===== src/rtl/svi_bank_pkg.sv =====
// Shared types for the unpacked register bank: command opcodes and FSM states.
package svi_bank_pkg;

  typedef enum logic [1:0] {
    OP_BCAST = 2'd0,
    OP_SHIFT = 2'd1,
    OP_ROT   = 2'd2,
    OP_DUMP  = 2'd3
  } op_e;

  typedef enum logic {
    ST_IDLE   = 1'b0,
    ST_STREAM = 1'b1
  } state_e;

endpackage


===== src/rtl/svi_bank_if.sv =====
// Interface that owns the DEPTH x WIDTH unpacked bank storage and applies
// broadcast / shift / rotate updates when the enclosing block enables it.
interface svi_bank_if
  import svi_bank_pkg::*;
#(
  parameter int DEPTH = 8,
  parameter int WIDTH = 1
) (
  input logic clk,
  input logic rst
);

  logic             en;
  op_e              op;
  logic [WIDTH-1:0] data;

  logic [WIDTH-1:0] bank   [DEPTH-1:0];
  logic [WIDTH-1:0] bank_d [DEPTH-1:0];

  // Next bank contents: hold by default, rewrite the whole array on an enabled op.
  always_comb begin
    for (int k = 0; k < DEPTH; k++) begin
      bank_d[k] = bank[k];
    end
    if (en) begin
      case (op)
        OP_BCAST: begin
          for (int k = 0; k < DEPTH; k++) begin
            bank_d[k] = data;
          end
        end
        OP_SHIFT: begin
          bank_d[0] = data;
          for (int k = 1; k < DEPTH; k++) begin
            bank_d[k] = bank[k-1];
          end
        end
        OP_ROT: begin
          bank_d[0] = bank[DEPTH-1];
          for (int k = 1; k < DEPTH; k++) begin
            bank_d[k] = bank[k-1];
          end
        end
        default: begin
        end
      endcase
    end
  end

  // Bank storage register; synchronous reset clears every entry.
  always_ff @(posedge clk) begin
    if (rst) begin
      for (int k = 0; k < DEPTH; k++) begin
        bank[k] <= '0;
      end
    end else begin
      for (int k = 0; k < DEPTH; k++) begin
        bank[k] <= bank_d[k];
      end
    end
  end

endinterface


===== src/rtl/svi_unpacked_bank.sv =====
// Unpacked register bank with a valid/ready command port and a serial dump
// stream. Optional even-parity output on the stream is enabled by defining
// SVI_BANK_STREAM_PARITY_EN.
module svi_unpacked_bank
  import svi_bank_pkg::*;
#(
  parameter int DEPTH = 8,
  parameter int WIDTH = 1
) (
  input  logic             i_clk,
  input  logic             i_rst,
  input  logic             i_cmd_valid,
  output logic             o_cmd_ready,
  input  logic [1:0]       i_cmd_op,
  input  logic [WIDTH-1:0] i_data,
  output logic [WIDTH-1:0] o_bank [DEPTH-1:0],
  output logic             o_stream_valid,
  input  logic             i_stream_ready,
  output logic [WIDTH-1:0] o_stream_data,
  output logic             o_stream_last,
  output logic             o_busy
`ifdef SVI_BANK_STREAM_PARITY_EN
  ,
  output logic             o_stream_parity
`endif
);

  localparam int               IDX_W    = $clog2(DEPTH);
  localparam logic [IDX_W-1:0] IDX_LAST = IDX_W'(DEPTH - 1);

  generate
    if (DEPTH < 2 || DEPTH > 256 || WIDTH < 1 || WIDTH > 64) begin : g_param_check
      $error("svi_unpacked_bank: DEPTH must be 2..256 and WIDTH 1..64");
    end
  endgenerate

  state_e           state_q, state_d;
  logic [IDX_W-1:0] idx_q, idx_d;
  logic             cmd_fire;
  logic             streaming;

  svi_bank_if #(.DEPTH(DEPTH), .WIDTH(WIDTH)) u_if (
    .clk (i_clk),
    .rst (i_rst)
  );

  assign u_if.en   = cmd_fire;
  assign u_if.op   = op_e'(i_cmd_op);
  assign u_if.data = i_data;
  assign o_bank    = u_if.bank;

  // Handshake decode, stream outputs from registered state, and next-state logic.
  always_comb begin
    state_d        = state_q;
    idx_d          = idx_q;
    streaming      = (state_q == ST_STREAM);
    o_cmd_ready    = (state_q == ST_IDLE) && !i_rst;
    cmd_fire       = i_cmd_valid && o_cmd_ready;
    o_busy         = streaming;
    o_stream_valid = streaming && !i_rst;
    o_stream_data  = streaming ? u_if.bank[idx_q] : '0;
    o_stream_last  = streaming && (idx_q == IDX_LAST);

    case (state_q)
      ST_IDLE: begin
        if (cmd_fire && (op_e'(i_cmd_op) == OP_DUMP)) begin
          state_d = ST_STREAM;
          idx_d   = '0;
        end
      end
      ST_STREAM: begin
        if (o_stream_valid && i_stream_ready) begin
          if (o_stream_last) begin
            state_d = ST_IDLE;
            idx_d   = '0;
          end else begin
            idx_d = idx_q + IDX_W'(1);
          end
        end
      end
      default: begin
        state_d = ST_IDLE;
        idx_d   = '0;
      end
    endcase
  end

  // FSM state and stream index registers.
  always_ff @(posedge i_clk) begin
    if (i_rst) begin
      state_q <= ST_IDLE;
      idx_q   <= '0;
    end else begin
      state_q <= state_d;
      idx_q   <= idx_d;
    end
  end

`ifdef SVI_BANK_STREAM_PARITY_EN
  assign o_stream_parity = o_stream_valid & (^o_stream_data);
`endif

endmodule


===== config.mk =====
export PLATFORM = sky130hd
export DESIGN_NAME = svi_unpacked_bank
export DESIGN_NICKNAME = d
export VERILOG_FILES = /design/src/rtl/svi_bank_pkg.sv /design/src/rtl/svi_bank_if.sv /design/src/rtl/svi_unpacked_bank.sv
export SDC_FILE = /design/constraint.sdc
export NUM_CORES = 1
export LEC_CHECK = 0
export ABC_CLOCK_PERIOD_IN_PS = 3200
export CAP_MARGIN = 15
export CORE_UTILIZATION = 48
export CTS_CLUSTER_DIAMETER = 60
export DETAILED_ROUTE_END_ITERATION = 16
export PLACE_DENSITY = 0.87
export SYNTH_ARGS = -nofsm -noshare
export SYNTH_HDL_FRONTEND = slang
export SYNTH_SLANG_ARGS = --single-unit

===== constraint.sdc =====
create_clock -name i_clk -period 3.2 [get_ports i_clk]
set_clock_uncertainty 0.05 [all_clocks]
set_input_delay 0.64 -clock i_clk [delete_from_list [all_inputs] [get_ports i_clk]]
set_output_delay 0.64 -clock i_clk [all_outputs]
set_load 0.01 [all_outputs]

Word level (Yosys, flattened, before mapping)
Index checks and enable logic that the tools add are counted.
Word-level totals
  register bits: 12
  latch bits: 0
  bits in writable memories: 0
  bits in read-only memories: 0
  output and inout bits: 13
  logic and storage cells: 42
  memories: 0
Cells by class
  add/sub/neg operators: 1
  $mul: 0
  div/mod/pow operators: 0
  magnitude comparators: 1
  equal/unequal tests: 6
  shift operators: 0
  multiplexer cells: 12
  bitwise operators: 1
  reductions and logical operators: 11
Operators by type and width (number)
  $pmux 8 s3: 1
  $mux 3: 3
  $logic_and 1x1->1: 6
  $pmux 3 s2: 1
  $mux 1: 5
  $eq 2x2->1 const B: 2
  $lt 3x4->1 const B: 1
  $ne 2x1->1 const B: 2
  $reduce_and 2->1: 2
  $add 3x1->3 const B: 1
  $bmux 1 s3: 1
  $eq 3x3->1 const B: 1
  $reduce_bool 3->1: 1
  $eq 2x1->1 const B: 1
  $logic_not 2->1: 1
  $pmux 1 s2: 1
  $logic_not 1->1: 1
  $not 1->1: 1

Depth between registers and ports, before layout
Gate-level depths: netlist of the first run.
  word-level depth: 6
  mapped depth: 5

Worst setup path after synthesis of the first run
Ideal clock, no wire load.
  path kind: register to output
  start: register state_q, in the netlist o_busy
  end: output port o_stream_data
  arrival: 1.170 ns
  required time: 2.510 ns
  path slack: 1.340 ns
  stages on the path, launching flop included: 4
  path buffers: 1
  cells stage by stage: dfxtp_1 -> clkbuf_1 -> o31ai_1 -> a311oi_1
On the way
  word-level cells in the longest chain between the ends: 1
RTL lines
  start, declared: line svi_unpacked_bank.sv:37  | state_e state_q, state_d;
  start signal, assigned: line svi_unpacked_bank.sv:94  | state_q <= state_d;
  $mux 1: line svi_unpacked_bank.sv:61  | o_stream_data = streaming ? u_if.bank[idx_q] : '0;
  end, declared: line svi_unpacked_bank.sv:19  | output logic [WIDTH-1:0] o_stream_data,
Every way passes these cells.

Final worst setup path of the first run
  start: input port i_rst
  end: output port o_stream_valid
On the way
  word-level cells in the longest chain between the ends: 2
RTL lines
  start, declared: line svi_unpacked_bank.sv:11  | input logic i_rst,
  $logic_not 1->1: line svi_unpacked_bank.sv:60  | o_stream_valid = streaming && !i_rst;
  $logic_and 1x1->1: line svi_unpacked_bank.sv:60
  end, declared: line svi_unpacked_bank.sv:17  | output logic o_stream_valid,
Every way passes these cells.

==> results.toml, run 1 <==
[detailed_routing]
drtAntennaViolNets = 0
first_pass_iters = 4
wl_um = 1530
post_drt_via_cell_ratio = 5.78
drc = 0
wl_per_cell_um = 13.8
drt-initial-drc-count = 7
vias = 642

[yosys]
ys_seq_area_share_pct = 35.5
syn_avg_cell_area_um2 = 9.15
synth_seq_cells = 12
syn_area_um2 = 677
ys_warn_count = 0
syn-instance-count = 74
synth.distinct_cells = 24
synth_fp_nets = 87

[timing]
period_needed_ns = 2.65
worst_pin_slew_ns = 0.465
final_hold_viol_count = 0
slew_headroom_pct = 68.9
max_freq_ghz = 0.378
finalWorstSetupSlack_ns = 0.555
rsz0062_at_grt = "no"
fin_crit_sh_pct = 82.7
setup_viol = 0
finalMaxSlewViolations = 0
fin_setup_tns_ns = 0

[grt]
grt-ovfl-total = 0
grt_use_total_pct = 22.2
grt_pass1_wl_um = 2280
grt_pass1_vias = 534
grt_max_degree = 13
antenna_found_initial = 0

[layout]
layout_common_cells = "clkdlybuf4s50_1 (19), dfxtp_1 (12), nor2_1 (11)"
stdcell_area_um2 = 922
final_common_cell = "clkdlybuf4s50_1"
final_cells = 111
final_nets = 110
drive_above_1_share_pct = 10.4
syn_to_final_growth_pct = 36.2
diodes = 0

[setup_path]
path_class = "input port to primary output"
r2r_slack_ns = 1.57
rr_worst_depth = 3
start_kind = "input port"
rr_endpoint = "o_bank[4]$_SDFFE_PP0P_"
cp.required_ns = 2.51
cp_max_fo = 10
r2r_start = "o_busy$_SDFF_PP0_"
end_kind = "primary output"
crit_arrival_ns = 1.96

[run_status]
status = "completed"

[pwr]
leakage_nw = 0.341
powerDensity_nw_per_um2 = 384
p_total_mw = 0.354
irDropWorstVdd_mv = 0.233

[clock_tree]
cts_tree = "done"
cts_resized = 0
path_clk_slew_ns = 0.07
cts-root-buf = "clkbuf_4"
clk_latency_ns = 0.27
postCtsHoldBufs = 0
post_cts_buffers = 0
numCtsBuffers = 3
cts_buffer_depth = 2
htreeDepth = 1
cts.sinks = 12

[place]
io_buffers = 19
dp_slack_ns = 0.558
dp_cells = 107
hpwl_um = 1120
postPlaceCellArea_um2 = 886
routabilityCongestion = 0.756

[flow_run]
max_cap_violations = 0

[worst_hold_path]
holdPathEnd = "o_bank[5]$_SDFFE_PP0P_"
holdPathStages = 2
min_path_type = "flip-flop to flip-flop"
hp-start = "o_bank[4]$_SDFFE_PP0P_"

[floorplan]
die_w_um = 39.6
die-area_um2 = 1560
initial_core_util_pct = 52.0
fp.dieH_um = 39.6
io_pins = 20
fp-row-count = 13
core_region_area_um2 = 1300
[final cells by class]
type	count	area [µm²]
multi-input cells	56	414
fillers	113	379
flip-flops and latches	12	240
repair buffers	20	198
clock buffers	4	36.3
well taps	15	18.8
inverters	4	15.0
[power breakdown]
part	switching, mW	internal, mW
combinational	0.0301	0.0372
clock	0.0489	0.0690
sequential	0.0116	0.157
total	0.0907	0.263
[routing by layer]
layer / part of all wire [%] / GRT usage [%]
met5: 0 / 0
met4: 0.52 / 7.76
met3: 5.2 / 5.68
met2: 47 / 36.1
met1: 47 / 28.1
[critical path: stages]
cell	delay [ns]
clkdlybuf4s50_1	0.58
nor2b_1	0.19
clkdlybuf4s50_1	0.54
[cell families (layout without fill, tap and decap cells)]
kind of cell | count (synthesis) | count (layout) | synth area share, %
AND/OR/NAND/NOR | 30 | 30 | 23.7
AO/OA/AOI/OAI | 17 | 17 | 20.0
flip-flops | 12 | 12 | 35.5
adder cells (fa/ha/maj) | 6 | 6 | 11.1
buffers and inverters | 6 | 28 | 3.33
multiplexers | 3 | 3 | 6.47
[synthesized netlist by cell type]
cell | number | area, µm²
and2_1 | 1 | 6.26
mux2i_1 | 1 | 10.0
nor4bb_1 | 1 | 10.0
ha_1 | 6 | 75.1
a211oi_1 | 8 | 60.1
nor4b_4 | 1 | 23.8
a21oi_1 | 3 | 15.0
nand3b_1 | 1 | 7.51
a311oi_1 | 1 | 8.76
mux2_2 | 1 | 11.3
nand4b_1 | 2 | 17.5
clkbuf_1 | 2 | 7.51
nor2_1 | 11 | 41.3
a31oi_1 | 1 | 6.26
nand2_1 | 10 | 37.5
dfxtp_1 | 12 | 240
a21boi_4 | 1 | 18.8
a32oi_1 | 1 | 8.76
inv_1 | 4 | 15.0
mux4_2 | 1 | 22.5
o31ai_1 | 1 | 7.51
nor2b_1 | 1 | 6.26
nand3_1 | 2 | 10.0
o21ba_2 | 1 | 10.0
[stage by stage]
step | util, % | hold WS [ns]
floorplan | - | 0.423
global placement | 68.1 | 0.436
detailed placement | 68.1 | 0.446
CTS | 70.9 | 0.452
global route | 70.9 | 0.488
finish | 70.9 | 0.459
[registers in the layout (all words and copies together), names as in the netlist]
register	flops
idx_q	3
o_bank	8
o_busy	1
[worst max path at each step]
stage	endpoint	start	slack [ns]	cells after the start
after global placement	o_stream_valid	i_rst	0.60	3
after detailed placement	o_stream_valid	i_rst	0.56	3
final	o_stream_valid	i_rst	0.55	3
after CTS	o_stream_valid	i_rst	0.56	3
after global routing	o_stream_valid	i_rst	0.48	3
after floorplan	o_stream_data	o_busy$_SDFF_PP0_	1.34	3
Note: power is estimated with default switching activity, not from simulation.
==> run 2, diff against run 1 <==
ABC_CLOCK_PERIOD_IN_PS = 2500   (was 3200)
CORE_UTILIZATION = 45   (was 48)
PLACE_DENSITY = 0.83   (was 0.87)
clock period = 2.5 ns   (was 3.2 ns; I/O delays follow)
==> run 2 against run 1 <==
Effect of this change:
- die area up 6.3%
- first-iteration DRC count unchanged
- wire length decreased by 4.6%
- critical path type is now flip-flop to primary output
- hold slack lost 0.0090 ns
- sequential power is 27% higher
- register-to-register slack got worse by 0.42 ns
- sequential share of layout area increased by 0.38 points
- clock power down 5%
- total power up 17%
- setup slack worse by 0.40 ns
- critical path depth rose by 1
==> results.toml, run 2 (same netlist as run 1, synthesis figures left out) <==
[timing]
final_hold_viol_count = 0
whs_ns = 0.450
period_needed_ns = 2.35
max_freq_ghz = 0.426
rsz0062_at_grt = "no"
setup_viol = 0
worst_pin_slew_ns = 0.252
fin_setup_tns_ns = 0
fin_crit_sh_pct = 93.9
finalWorstSetupSlack_ns = 0.152
slew_headroom_pct = 83.1
finalMaxSlewViolations = 0

[floorplan]
initial_core_util_pct = 50.1
fp.dieH_um = 40.8
die-area_um2 = 1660
die_w_um = 40.8
fp-row-count = 13
core_region_area_um2 = 1350
io_pins = 20

[detailed_routing]
drc = 0
first_pass_iters = 3
post_drt_via_cell_ratio = 5.62
wl_um = 1460
vias = 624
drtAntennaViolNets = 0
drt-initial-drc-count = 7
wl_per_cell_um = 13.1

[clock_tree]
numCtsBuffers = 3
cts_buffer_depth = 2
cts-root-buf = "clkbuf_4"
cts.sinks = 12
clk_latency_ns = 0.27
postCtsHoldBufs = 0
cts_tree = "done"
path_clk_slew_ns = 0.07
htreeDepth = 1

[layout]
final_nets = 111
syn_to_final_growth_pct = 35.7
largest_reg_flops = 8
diodes = 0
final_cells = 111
layout_common_cells = "clkdlybuf4s50_1 (19), nor2_1 (11), nand2_1 (10), dfxtp_1 (10), a211oi_1 (8)"
final_core_util_pct = 68.0
final_common_cell = "clkdlybuf4s50_1"
drive_above_1_share_pct = 12.5

[place]
dp_slack_ns = 0.262
dp_cells = 108
routabilityCongestion = 0.736
io_buffers = 19
hpwl_um = 1100

[grt]
grt-ovfl-total = 0
grtUsageMet2_pct = 31.3
grt_pass1_wl_um = 2260
grt_max_degree = 14
grt-busiest-layer = "met2"
use_met1_pct = 27.3
grt_use_total_pct = 20.5
grt_pass1_vias = 538
antenna_found_initial = 0
use_met3_pct = 2.17

[setup_path]
cp.required_ns = 1.95
cp_max_fo = 5
cp.buffers_inverters = 1
start_kind = "flip-flop"
path_class = "flip-flop to primary output"
crit_family = "multiplexers"
path_cells = "mux4_2, nor2_1, a311oi_1, clkdlybuf4s50_1"
cpPeakStageDelay_ns = 0.50
end_kind = "primary output"
crit_arrival_ns = 1.80
slowest_stage = "mux4_2"

[pwr]
intPower_mw = 0.306
irDropWorstVdd_mv = 0.313
switching_share_pct = 26.2
p_switching_mw = 0.109
powerDensity_nw_per_um2 = 452
seq_power_share_pct = 51.6
leakage_nw = 0.340
pwr-share-clk_pct = 27.0
combPwrFrac_pct = 21.4

[run_status]
status = "completed"

[worst_hold_path]
min_path_type = "flip-flop to flip-flop"

[flow_run]
max_cap_violations = 0
run 2: changes by cell type in the layout (fill, tap and decap cells not counted):
cell,change
buf_4,+1
clkbuf_8,-1
dfxtp_1,-2
dfxtp_2,+2
run 2: power groups by stage:
stage               registers [mW]  logic (mW)  clock network [mW]
floorplan                    0.218      0.0408                   0
global placement             0.218      0.0859                   0
detailed placement           0.218      0.0884                   0
CTS                          0.214      0.0888               0.115
global route                 0.216      0.0970               0.124
finish                       0.214      0.0886               0.112
run 2: repair_timing:
item	4_1_cts	5_1_grt
resized for setup	0	2
setup endpoints to repair	0	1
buffers inserted	0	0
run 2: area by class of cell:
type / instances / area [µm²]
clock buffers: 3 / 22.5
fillers: 113 / 432
inverters: 4 / 15.0
multi-input cells: 56 / 414
flip-flops and latches: 12 / 243
well taps: 15 / 18.8
repair buffers: 21 / 205
run 2: metal layers:
metal | vias to the layer above | wire, µm
li1 | 313 | -
met1 | 287 | 674
met2 | 20 | 685
met3 | 4 | 71
met4 | 0 | 27
met5 | - | 0
run 2: worst reg2reg max path, stage by stage, from the launching register on:
cell and delay (ns):
dfxtp_1 0.36, ha_1 0.22, ha_1 0.22, nor4bb_1 0.28
a31oi_1 0.07, nor2_1 0.09
run 2: path summary, 6_finish.rpt:
check / from / endpoint / slack, ns / depth (start not counted)
worst max-delay path: idx_q[2]$_SDFFE_PP0P_ / o_stream_data / 0.15 / 4
worst min-delay path: o_bank[5]$_SDFFE_PP0P_ / o_bank[6]$_SDFFE_PP0P_ / 0.45 / 2
worst max register to register: idx_q[0]$_SDFFE_PP0P_ / idx_q[0]$_SDFFE_PP0P_ / 1.15 / 5
worst min register to register: o_bank[5]$_SDFFE_PP0P_ / o_bank[6]$_SDFFE_PP0P_ / 0.45 / 2
run 2: metrics by stage:
step / total power [mW] / area [µm²]
6_report: 0.415 / 918
5_1_grt: 0.437 / 918
4_1_cts: 0.418 / 916
3_5_place_dp: 0.306 / 893
3_3_place_gp: 0.304 / 893
2_1_floorplan: 0.259 / 677
==> run 3, diff against run 2 <==
CELL_PAD_IN_SITES_DETAIL_PLACEMENT = 1   (was not set)
CELL_PAD_IN_SITES_GLOBAL_PLACEMENT = 2   (was not set)
CORE_ASPECT_RATIO = 0.75   (was not set)
CORE_UTILIZATION = 26   (was 45)
CTS_CLUSTER_DIAMETER = 150   (was 60)
PLACE_DENSITY = 0.81   (was 0.83)
REMOVE_ABC_BUFFERS = 1   (was not set)
==> run 3 against run 2 <==
Effect of this change:
- die area up 69%
- largest power group unchanged
- critical path type unchanged
- core utilization fell by 28 points
- total power rose by 3.6%
- critical path depth did not move
- critical endpoint unchanged
==> results.toml, run 3 (same netlist as run 1, synthesis figures left out) <==
[layout]
largest_reg_flops = 8
layout_common_cells = "clkdlybuf4s50_1 (19), nor2_1 (11), dfxtp_1 (11)"
stdcell_area_um2 = 948
drive_above_1_share_pct = 12.4
diodes = 0
final_core_util_pct = 39.8
final_common_cell = "clkdlybuf4s50_1"
final_cells = 131
syn_to_final_growth_pct = 40.1
final_nets = 112

[pwr]
leakage_nw = 0.344
irDropWorstVdd_mv = 0.275
powerDensity_nw_per_um2 = 453
p_total_mw = 0.430

[detailed_routing]
wl_um = 1790
vias = 634
route.met3.wl_um = 110
drc = 0
first_pass_iters = 4
wl_per_cell_um = 13.7
wl_met2_um = 704
drtAntennaViolNets = 0
post_drt_via_cell_ratio = 4.84
drt-initial-drc-count = 19
top_layer = "met3"
m1WireLength_um = 979

[timing]
whs_ns = 0.466
rsz0062_at_grt = "no"
max_freq_ghz = 0.419
slew_headroom_pct = 82.4
finalMaxSlewViolations = 0
worst_pin_slew_ns = 0.263
setup_viol = 0
period_needed_ns = 2.39
fin_crit_sh_pct = 95.5
finalWorstSetupSlack_ns = 0.113
final_hold_viol_count = 0
fin_setup_tns_ns = 0

[floorplan]
die-area_um2 = 2810
initial_core_util_pct = 28.4
die_w_um = 60.9
core_region_area_um2 = 2380
fp.dieH_um = 46.2
fp-row-count = 15
io_pins = 20

[setup_path]
r2r_start = "o_busy$_SDFF_PP0_"
rr_worst_depth = 4
cp.required_ns = 1.95
r2r_slack_ns = 1.07
cp_max_fo = 5
rr_endpoint = "o_bank[4]$_SDFFE_PP0P_"
crit_path_end = "o_stream_data"
path_class = "flip-flop to primary output"
start_kind = "flip-flop"
crit_arrival_ns = 1.84
end_kind = "primary output"
worstSetupStartpoint = "idx_q[2]$_SDFFE_PP0P_"

[flow_run]
max_cap_violations = 0

[grt]
grt_max_degree = 14
grt_pass1_vias = 579
antenna_found_initial = 0
grt_pass1_wl_um = 2770
grt-ovfl-total = 0
grt_use_total_pct = 14.1

[clock_tree]
clk_latency_ns = 0.28
htreeDepth = 1
numCtsBuffers = 3
path_clk_slew_ns = 0.08
cts_buffer_depth = 2
post_cts_buffers = 0
cts_tree = "done"
cts.sinks = 12
cts-root-buf = "clkbuf_4"

[place]
io_buffers = 19
hpwl_um = 1360
postPlaceCellArea_um2 = 925
dp_slack_ns = 0.227
routabilityCongestion = 0.722
dp_cells = 128

[run_status]
status = "completed"

[worst_hold_path]
min_path_type = "flip-flop to flip-flop"
-- run 3: final cells by class --
| type | count | area, µm² |
|---|---|---|
| fillers | 297 | 1440 |
| multi-input cells | 56 | 414 |
| flip-flops and latches | 12 | 241 |
| repair buffers | 22 | 213 |
| well taps | 34 | 42.5 |
| clock buffers | 3 | 22.5 |
| inverters | 4 | 15.0 |
-- run 3: what timing repair did --
item | in CTS | in global routing
gates resized for setup | 0 | 1
hold buffers | 0 | 0
endpoints found under the setup margin | 0 | 1
-- run 3: worst min path at each step --
stage,endpoint,slack [ns],from,cells after the start
6_report,o_bank[7]$_SDFFE_PP0P_,0.47,o_bank[6]$_SDFFE_PP0P_,2
2_1_floorplan,idx_q[1]$_SDFFE_PP0P_,0.42,idx_q[1]$_SDFFE_PP0P_,2
4_1_cts,o_bank[7]$_SDFFE_PP0P_,0.46,o_bank[6]$_SDFFE_PP0P_,2
3_5_place_dp,o_bank[7]$_SDFFE_PP0P_,0.45,o_bank[6]$_SDFFE_PP0P_,2
5_1_grt,o_bank[6]$_SDFFE_PP0P_,0.50,o_bank[5]$_SDFFE_PP0P_,2
3_3_place_gp,o_bank[4]$_SDFFE_PP0P_,0.44,o_bank[3]$_SDFFE_PP0P_,2
-- run 3: per-layer routing --
layer | track usage, % | vias to the layer above
met5 | 0 | -
met3 | 5.90 | 0
met1 | 21.4 | 297
li1 | - | 315
met2 | 18.0 | 22
met4 | 2.73 | 0
-- run 3: where the power goes --
group | leakage, nW | internal, mW | switching (mW)
clock network | 0.0138 | 0.0558 | 0.0679
registers | 0.0986 | 0.201 | 0.0115
logic | 0.232 | 0.0499 | 0.0435
total | 0.344 | 0.307 | 0.123
-- run 3: worst max-delay path, stage by stage (launching register included) --
cell             delay, ns
dfxtp_2               0.40
mux4_2                0.52
nor2_1                0.10
a311oi_1              0.05
clkdlybuf4s50_1       0.49
==> patch: new RTL, settings of run 2 <==
`DEPTH` is set to 8 in 2 places; all go to 16.
--- a/src/rtl/svi_bank_if.sv
+++ b/src/rtl/svi_bank_if.sv
@@ -5,3 +5,3 @@
 #(
-  parameter int DEPTH = 8,
+  parameter int DEPTH = 16,
   parameter int WIDTH = 1
--- a/src/rtl/svi_unpacked_bank.sv
+++ b/src/rtl/svi_unpacked_bank.sv
@@ -6,3 +6,3 @@
 #(
-  parameter int DEPTH = 8,
+  parameter int DEPTH = 16,
   parameter int WIDTH = 1
Interface: changed (resized o_bank); port bits go from 20 to 28. The function was not compared with the original's and may differ.
==> patch against run 2 <==
  * Sequential cell count increased by 9
  * Power rose by 69%
  * Via count up 71%
  * Final area grew 64%
  * Area after synthesis grew 69%
  * Setup slack got worse by 0.061 ns
  * Wire length up 83%
  * Critical path type unchanged
==> patch: results <==
{
  "outcome": "completed",
  "wl_met3_um": 122,
  "placed_area_sq_um": 1420,
  "worst_pin_slew_ns": 0.404,
  "dp_slack_ns": 0.00782,
  "ir_worst_vdd_v": 0.000497,
  "synth_cells": 131,
  "synthDistinctLibCells": 32,
  "drt-pass1-iter-count": 4,
  "hpwl_mm": 1.84,
  "yosysSeqAreaShare_pct": 36.7,
  "wl_mm": 2.67,
  "largest_reg_flops": 16,
  "wl_met2_mm": 1.32,
  "synth_nets": 143,
  "grt_max_degree": 26,
  "met1_length_mm": 1.21,
  "placed_cells": 182,
  "nets": 173,
  "port_buffers": 27,
  "track_usage_pct": 22.6,
  "grt_pass1_wl_mm": 4.66,
  "drive_above_1_share_pct": 18.1,
  "cp_max_fo": 4,
  "vias_per_cell": 5.68,
  "ys_top_cells_by_count": "dfxtp_1, nor2_1, nor3_1",
  "drt_iter0_drc": 24,
  "worstPathArrival_ns": 1.86,
  "gp_congestion": 0.890,
  "synth.area.top_cells": "dfxtp_1, a21oi_2, nor3_1",
  "clk_pin_slew_ns": 0.13,
  "dr_total_vias": 1068,
  "p_leak_nw": 0.568
}
[patch: cell types whose count changed in the layout (fill, tap and decap cells not counted), moves of 4 or more]
cell                    run 2  this run
a211oi_1                    8         0
a21oi_1                     3         9
a21oi_2                     0        10
clkdlybuf4s50_1            19        25
dfxtp_1                    10        20
nand2_1                    10         6
nor2_1                     11        20
nor3_1                      0        16
o21ai_0                     0         6
[patch: cell families after synthesis]
group	count (synthesis)	synth area share [%]
and+or+nand+nor	56	25.3
AOI/OAI and AO/OA	32	19.1
DFF	21	36.7
buffers and inverters	11	6.00
muxes	6	7.42
adders and majority gates	5	5.46
[patch: report_power, final]
group / switching (mW) / total, mW / internal, mW
combinational: 0.0737 / 0.151 / 0.0775
clock: 0.112 / 0.173 / 0.0611
sequential: 0.0233 / 0.375 / 0.352
[patch: final timing paths]
| path | from | slack, ns | cells past startpoint | endpoint |
|---|---|---|---|---|
| max | idx_q[0] | 0.09 | 5 | o_stream_data |
| min | o_bank[9] | 0.48 | 2 | o_bank[9] |
| max reg2reg | idx_q[0] | 0.82 | 6 | idx_q[3] |
| min reg2reg | o_bank[9] | 0.48 | 2 | o_bank[9] |
[patch: area by class of cell]
class	count	area, sq um
clock inverters	1	7.51
flip-flops and latches	21	424
repair buffers	33	330
multi-input cells	99	676
fillers	185	791
well taps	28	35.0
inverters	3	11.3
clock buffers	3	22.5
[patch: timing repair]
action | 4_1_cts | 5_1_grt
endpoints found under the setup margin | 2 | 2
pin swaps | 0 | 1
setup buffers | 2 | 0
cloned | 0 | 0
resized for setup | 5 | 5
hold buffers | 0 | 0
[patch: critical path, delay by kind of cell, from the launching register on]
kind | cells | cell delay, ns
compound gates | 2 | 0.29
buf+inv | 2 | 0.35
flops | 1 | 0.40
mux | 1 | 0.50
[patch: routing by layer]
metal  up-vias  track usage (%)
li1        527                -
met1       509             27.8
met2        28             38.4
met3         4             5.51
met4         0             7.02
met5         -                0
